**config.mk**
```make
export PLATFORM = sky130hd
export DESIGN_NAME = uart_core
export DESIGN_NICKNAME = d
export VERILOG_FILES = /design/src/rtl/uart_core.sv
export SDC_FILE = /design/constraint.sdc
export NUM_CORES = 1
export LEC_CHECK = 0
export ABC_CLOCK_PERIOD_IN_PS = 2700
export BUFFER_PORTS_ARGS = -buffer_cell sky130_fd_sc_hd__buf_2
export CAP_MARGIN = 10
export CORE_MARGIN = 2
export CORE_UTILIZATION = 40
export DETAILED_ROUTE_END_ITERATION = 10
export PLACE_DENSITY = 0.62
export SETUP_SLACK_MARGIN = 0.02
export SYNTH_ARGS = -nofsm -noshare
export SYNTH_HDL_FRONTEND = slang
export SYNTH_SLANG_ARGS = --single-unit
```
**constraint.sdc**
```tcl
create_clock -name clk_i -period 2.7 [get_ports clk_i]
set_clock_uncertainty 0.1 [all_clocks]
set_input_delay 0.27 -clock clk_i [delete_from_list [all_inputs] [get_ports clk_i]]
set_output_delay 0.27 -clock clk_i [all_outputs]
set_load 0.05 [all_outputs]
```
**src/rtl/uart_core.sv**
```systemverilog
// uart_core: 8N1 UART with an 8-bit register port for a bus master.
// Ports: clk_i/arst_n_i clock and async active-low reset;
//   avms_address_i/read_i/write_i/writedata_i/readdata_o register port;
//   uart_txd_o/uart_rxd_i serial pins; IRQ_event high while a byte is unread.
module uart_core #(
    parameter int CLK_FREQ  = 100_000_000,
    parameter int BAUD_RATE = 115_200
) (
    input  logic       clk_i,
    input  logic       arst_n_i,
    input  logic [3:0] avms_address_i,
    input  logic       avms_read_i,
    input  logic       avms_write_i,
    input  logic [7:0] avms_writedata_i,
    output logic [7:0] avms_readdata_o,
    output logic       uart_txd_o,
    input  logic       uart_rxd_i,
    output logic       IRQ_event
);

    localparam int DIV = CLK_FREQ / BAUD_RATE;
    localparam int CW  = $clog2(DIV + 1);
    localparam logic [CW-1:0] BIT_LAST  = CW'(DIV - 1);
    localparam logic [CW-1:0] HALF_LAST = CW'(DIV / 2 - 1);

    typedef enum logic [1:0] {
        IDLE,
        START,
        DATA,
        STOP
    } state_t;

    // ---------------- bus decode ----------------
    logic tx_ready;
    logic wr_tx;
    logic rd_rx;

    // ---------------- transmitter ----------------
    state_t          tx_state, tx_state_n;
    logic [CW-1:0]   tx_cnt, tx_cnt_n;
    logic [2:0]      tx_idx, tx_idx_n;
    logic [7:0]      tx_shift, tx_shift_n;
    logic            tx_line_n;

    assign tx_ready = (tx_state == IDLE);
    assign wr_tx    = avms_write_i && (avms_address_i == 4'h0) && tx_ready;
    assign rd_rx    = avms_read_i && (avms_address_i == 4'h2);

    always_comb begin
        tx_state_n = tx_state;
        tx_cnt_n   = tx_cnt + CW'(1);
        tx_idx_n   = tx_idx;
        tx_shift_n = tx_shift;
        unique case (tx_state)
            IDLE: begin
                tx_cnt_n = '0;
                if (wr_tx) begin
                    tx_state_n = START;
                    tx_shift_n = avms_writedata_i;
                end
            end
            START: begin
                if (tx_cnt == BIT_LAST) begin
                    tx_cnt_n   = '0;
                    tx_idx_n   = '0;
                    tx_state_n = DATA;
                end
            end
            DATA: begin
                if (tx_cnt == BIT_LAST) begin
                    tx_cnt_n   = '0;
                    tx_shift_n = {1'b0, tx_shift[7:1]};
                    if (tx_idx == 3'd7) tx_state_n = STOP;
                    else                tx_idx_n   = tx_idx + 3'd1;
                end
            end
            STOP: begin
                if (tx_cnt == BIT_LAST) begin
                    tx_cnt_n   = '0;
                    tx_state_n = IDLE;
                end
            end
            default: tx_state_n = IDLE;
        endcase
        // Line level is registered from the next state so the
        // pin changes on the same edge the state does.
        case (tx_state_n)
            START:   tx_line_n = 1'b0;
            DATA:    tx_line_n = tx_shift_n[0];
            default: tx_line_n = 1'b1;
        endcase
    end

    always_ff @(posedge clk_i or negedge arst_n_i) begin
        if (!arst_n_i) begin
            tx_state   <= IDLE;
            tx_cnt     <= '0;
            tx_idx     <= '0;
            tx_shift   <= '0;
            uart_txd_o <= 1'b1;
        end else begin
            tx_state   <= tx_state_n;
            tx_cnt     <= tx_cnt_n;
            tx_idx     <= tx_idx_n;
            tx_shift   <= tx_shift_n;
            uart_txd_o <= tx_line_n;
        end
    end

    // ---------------- receiver ----------------
    logic            rx_meta, rx_sync;
    state_t          rx_state, rx_state_n;
    logic [CW-1:0]   rx_cnt, rx_cnt_n;
    logic [2:0]      rx_idx, rx_idx_n;
    logic [7:0]      rx_shift, rx_shift_n;
    logic            rx_done, rx_ferr;

    always_comb begin
        rx_state_n = rx_state;
        rx_cnt_n   = rx_cnt + CW'(1);
        rx_idx_n   = rx_idx;
        rx_shift_n = rx_shift;
        rx_done    = 1'b0;
        rx_ferr    = 1'b0;
        unique case (rx_state)
            IDLE: begin
                rx_cnt_n = '0;
                if (!rx_sync) rx_state_n = START;
            end
            START: begin
                // Mid-start check; a line back high was only a glitch.
                if (rx_cnt == HALF_LAST) begin
                    rx_cnt_n = '0;
                    if (rx_sync) begin
                        rx_state_n = IDLE;
                    end else begin
                        rx_idx_n   = '0;
                        rx_state_n = DATA;
                    end
                end
            end
            DATA: begin
                if (rx_cnt == BIT_LAST) begin
                    rx_cnt_n   = '0;
                    rx_shift_n = {rx_sync, rx_shift[7:1]};
                    if (rx_idx == 3'd7) rx_state_n = STOP;
                    else                rx_idx_n   = rx_idx + 3'd1;
                end
            end
            STOP: begin
                if (rx_cnt == BIT_LAST) begin
                    rx_cnt_n   = '0;
                    rx_state_n = IDLE;
                    rx_done    = rx_sync;
                    rx_ferr    = !rx_sync;
                end
            end
            default: rx_state_n = IDLE;
        endcase
    end

    always_ff @(posedge clk_i or negedge arst_n_i) begin
        if (!arst_n_i) begin
            rx_meta  <= 1'b1;
            rx_sync  <= 1'b1;
            rx_state <= IDLE;
            rx_cnt   <= '0;
            rx_idx   <= '0;
            rx_shift <= '0;
        end else begin
            rx_meta  <= uart_rxd_i;
            rx_sync  <= rx_meta;
            rx_state <= rx_state_n;
            rx_cnt   <= rx_cnt_n;
            rx_idx   <= rx_idx_n;
            rx_shift <= rx_shift_n;
        end
    end

    // ---------------- registers ----------------
    logic [7:0] rx_data;
    logic       rx_valid;
    logic       overrun;
    logic       frame_err;

    assign IRQ_event = rx_valid;

    always_ff @(posedge clk_i or negedge arst_n_i) begin
        if (!arst_n_i) begin
            rx_data         <= '0;
            rx_valid        <= 1'b0;
            overrun         <= 1'b0;
            frame_err       <= 1'b0;
            avms_readdata_o <= '0;
        end else begin
            if (avms_read_i) begin
                case (avms_address_i)
                    4'h1: avms_readdata_o <= {4'b0, frame_err, overrun,
                                              rx_valid, tx_ready};
                    4'h2: avms_readdata_o <= rx_data;
                    default: avms_readdata_o <= '0;
                endcase
            end
            if (rd_rx) begin
                rx_valid  <= 1'b0;
                overrun   <= 1'b0;
                frame_err <= 1'b0;
            end
            // A read on the completion edge consumed the old byte,
            // so the new one is not counted as an overrun.
            if (rx_done) begin
                rx_data  <= rx_shift_n;
                rx_valid <= 1'b1;
                if (rx_valid && !rd_rx) overrun <= 1'b1;
            end
            if (rx_ferr) frame_err <= 1'b1;
        end
    end

endmodule

```
Word-level counts from Yosys, hierarchy flattened
Index checks and enable logic that the tools add are counted.
W data, S select, Z words.

cells by class
  mux-type cells = 44
  $add $sub $neg = 4
  equality and inequality tests = 26
  reductions and logical operators = 20

operator list
  kind                     number
  $mux W8                  4
  $pmux W8 S2              2
  $mux W10                 3
  $pmux W10 S3             1
  $mux W2                  11
  $mux W3                  7
  $add A10 B1 Y10 const B  2
  $eq A10 B10 Y1 const B   2
  $ne A2 B2 Y1 const B     10
  $pmux W10 S2             1
  $pmux W2 S4              2
  $pmux W3 S2              2
  $eq A10 B9 Y1 const B    1
  $eq A2 B2 Y1 const B     5
  $mux W1                  10
  $reduce_and A5 Y1        2
  $reduce_bool A2 Y1       5
  $add A3 B1 Y3 const B    2
  $eq A2 B1 Y1 const B     3
  $eq A3 B3 Y1 const B     2
  $eq A4 B1 Y1 const B     1
  $eq A4 B2 Y1 const B     1
  $logic_and A1 B1 Y1      4
  $logic_not A2 Y1         2
  8 further kinds          9

storage, ports and cells
  input port bits = 17
  flip-flop bits (word level) = 68
  output and inout port bits = 10
  logic and storage cells = 111

Longest topological paths before layout
  depth after elaboration = 7
  gate-level depth with buffers = 7
  depth with buffers taken out = 6

Worst setup path before layout
OpenSTA, ideal clock, no wires.

  path type = register to register
  start point = register tx_cnt[0]
  end point = register uart_txd_o
  cell stages (with the launch flop) = 7
  library setup time = 0.093 ns
  path slack = 0.691 ns
  buffers on the path = 0
  required time = 2.507 ns
  period minus slack after synthesis = 2.009 ns
  data arrival time = 1.816 ns
  path through = dfrtp_1 > ha_1 > or3b_4 > or3_1 > a221o_2 > nor2_1 > a32oi_1

between the ends
  longest elaborated chain between the ends = 5
  elaborated cells between the ends (all ways) = 10
  classes of those cells = eq/ne (3); mux (7)

RTL lines
  element                                              line        source
  start: declaration                                   40          logic [CW-1:0] tx_cnt, tx_cnt_n;
  start signal: assignment                             103         tx_cnt <= tx_cnt_n;
  $eq A10 B10 Y1 *                                     63, 70, 78
  $mux W2 (on tied branches)                           78, 63, 70
  $pmux W2 S4 *                                        54          unique case (tx_state)
  named net tx_state_n[0]                              39          state_t tx_state, tx_state_n;
  $eq A2 B2 Y1 / $eq A2 B1 Y1 (equally long branches)  87          case (tx_state_n)
  $pmux W1 S2 *                                        87
  named net tx_line_n                                  43          logic tx_line_n;
  end signal: assignment                               106         uart_txd_o <= tx_line_n;
  end: declaration                                     16          output logic uart_txd_o,

Mark *: on every way through the listed nets, which the timed path passes. The rest lies on a longest branch. The select of a mux whose other input is x is not followed.
A chain may end at the register's enable or synchronous reset.

Final worst setup path
Same ends and word-level chain as after synthesis.

==> impl_metrics.ini <==
[timing]
post-route-period-util_pct = 80.1
slew_headroom_pct = 49.5
hold_viol = 0
fin_setup_tns_ns = 0
rsz0062_at_grt = no
max_freq_mhz = 462
setup_viol = 0
finalCriticalPeriod_ns = 2.16
fin_ws_ns = 0.536
tightest_slew_ns = 0.758
slew_viol_final = 0

[global_route]
grt_pass1_wl_mm = 9.66
grt-ovfl-total = 0
antenna_found_initial = 0
grt_pass1_vias = 2048
grt_usage_pct = 14.9
grt_max_degree = 37

[cts]
cts_htree_levels = 3
clk_pin_slew_ns = 0.09
clock_sinks = 68
cts_hold_buf = 2
clk_path_buf_depth = 2
cts_setup_buffers = 0
postCtsResizedCells = 0
clkLatencyLatePin_ns = 0.35
cts_buffers = 9
cts_tree = done
clockRootBuffer = clkbuf_8

[setup_path]
crit_required_ns = 2.88
path_cells = ha_1 > or3b_4 > nor4_4 > a221o_2 > nor2_1 > a32oi_1
path_delay_family = simple AND/OR/NAND/NOR gates
crit_slowest_cell = nor4_4
critPathArrivalTime_ns = 2.34
worstSetupStartpointType = flip-flop
cp_num_buf_inv = 0
end_kind = flip-flop
path_class = flip-flop to flip-flop
worstPathMaxFanout = 9
slowest_delay_ns = 0.46

[min_path]
hold_path_class = input pin to flip-flop

[layout]
area_delta_synth_final_pct = 16.9
insertedDiodeCount = 0
post-route-cell-area_um2 = 3510
nNetsFinal = 333
drive_above_1_share_pct = 19.7
final_common_cell = dfrtp_1
final_core_util_pct = 48.4
fill_cells = 680
final_cell_mix = dfrtp_1 (65), nor2_1 (33), nand2_1 (30)

[floorplan]
row_count = 31
core-area_um2 = 7250
io_pins = 27
design.die.area_um2 = 8230
initial_core_util_pct = 41.5
die_w_um = 90.7
die_y_um = 90.7

[synth]
synth_cell_types = 44
seq_area_frac_synth_pct = 56.7
async_flop_share_pct = 100
syn_avg_cell_area_um2 = 11.0
synth-seq-cells = 68
syn_area_um2 = 3010
yosys_warnings = 0
postSynthCellCount = 274
synth_flop_cell = dfrtp_1
synth_nets = 298
synth_edf_count = 0

[route]
drt_first_pass_iters = 4
drc = 0
routed_wirelength_mm = 5.59
dr_total_vias = 2081
routedWlPerCell_um = 13.5
vias_per_cell = 5.04
drt_iter0_markers = 80
antenna_left = 0

[placement]
place_ws_ns = 0.522
dp_hpwl_mm = 3.84
placed_area_um2 = 3270
io_buffers = 26
globalplace.congestion = 0.799

[power_and_ir_drop]
worst_ir_drop_vdd_uv = 538
leakage_nw = 1.66
power_density_nw_per_um2 = 654

[run_status]
outcome = completed

[flow_run]
cap_violations = 0
flip-flops by register name, indices dropped and copies added (netlist names), named ones only:
name,count
tx_shift,8
rx_meta,1
IRQ_event,1
rx_data,8
frame_err,1
avms_readdata_o,8
overrun,1
tx_idx,3
tx_state,2
rx_state,1
rx_sync,1
tx_cnt,10
uart_txd_o,1
rx_idx,3
rx_cnt,10
rx_shift,8
final timing paths:
| path | startpoint | endpoint | slack, ns | cells past startpoint |
|---|---|---|---|---|
| worst min-delay path | avms_writedata_i[7] | tx_shift[7] | 0.02 | 3 |
| worst max-delay path | tx_cnt[0] | uart_txd_o | 0.54 | 6 |
| worst max register to register | tx_cnt[0] | uart_txd_o | 0.54 | 6 |
| min in group asynchronous | arst_n_i | tx_state[0] | 0.43 | 2 |
| worst min register to register | rx_meta | rx_sync | 0.26 | 0 |
| max in group asynchronous | arst_n_i | rx_meta | 1.36 | 3 |
layout make-up:
class | count | area (um2) | share of cell area, %
Clock inverter | 7 | 100 | 2.85
Tap cell | 99 | 124 | 3.53
Inverter | 16 | 60.1 | 1.71
Clock buffer | 9 | 124 | 3.53
Sequential cell | 68 | 1710 | 48.5
Multi-Input combinational cell | 183 | 1210 | 34.6
Timing Repair Buffer | 31 | 185 | 5.27
routing by layer:
metal  track usage (%)  share of wire, %
met5                 0                 0
met4              5.64               1.7
met3              5.51               4.2
met2              23.6                48
met1              18.7                47
stage by stage:
stage	hold slack, ns	instances	total power (W)
CTS	0.0119	413	0.00233
detailed placement	0.247	395	0.00138
global placement	0.247	395	0.00138
finish	0.0218	413	0.00230
floorplan	-0.126	274	0.00130
global route	0.0318	413	0.00240
tightest hold or removal path, cell delays in order:
cell	delay [ns]
buf_2	0.07
nand2_1	0.03
o21ai_0	0.06
report_power, final:
part           leakage (nW)  internal (W)  switching [W]  total [W]
clock                 0.114      0.000526       0.000410   0.000936
combinational         0.642     0.0000776       0.000138   0.000215
sequential            0.904       0.00109      0.0000569    0.00115
total                  1.66       0.00169       0.000604    0.00230
cell families after synthesis:
group	after synthesis	share of synthesized area, %
DFF	68	56.7
and+or+nand+nor	100	16.7
buffers and inverters	23	3.08
adders and majority gates	7	2.91
xor gates and xnor gates	16	4.66
AOI/OAI and AO/OA	44	9.95
muxes	16	5.99
synth_stat cells (2+ instances only):
| library cell | n | area [um2] |
|---|---|---|
| xnor2_1 | 6 | 52.6 |
| ha_1 | 7 | 87.6 |
| a22o_1 | 6 | 52.6 |
| a22oi_1 | 11 | 82.6 |
| inv_1 | 16 | 60.1 |
| nor3_1 | 4 | 20.0 |
| a31oi_1 | 2 | 12.5 |
| and3_1 | 2 | 12.5 |
| dfstp_2 | 3 | 78.8 |
| dfrtp_1 | 65 | 1630 |
| nor2_1 | 33 | 124 |
| clkbuf_1 | 2 | 7.51 |
| xor2_1 | 10 | 87.6 |
| a21oi_1 | 2 | 10.0 |
| and2_1 | 2 | 12.5 |
| mux2_1 | 7 | 78.8 |
| nand3_1 | 5 | 25.0 |
| nand2_1 | 30 | 113 |
| nand4_1 | 5 | 31.3 |
| buf_2 | 5 | 25.0 |
| nor3b_1 | 3 | 22.5 |
| o21ai_0 | 15 | 75.1 |
| and4_1 | 3 | 26.3 |
| mux2_2 | 9 | 101 |
| a32o_1 | 2 | 20.0 |
Note: power is estimated with default switching activity, not from simulation.
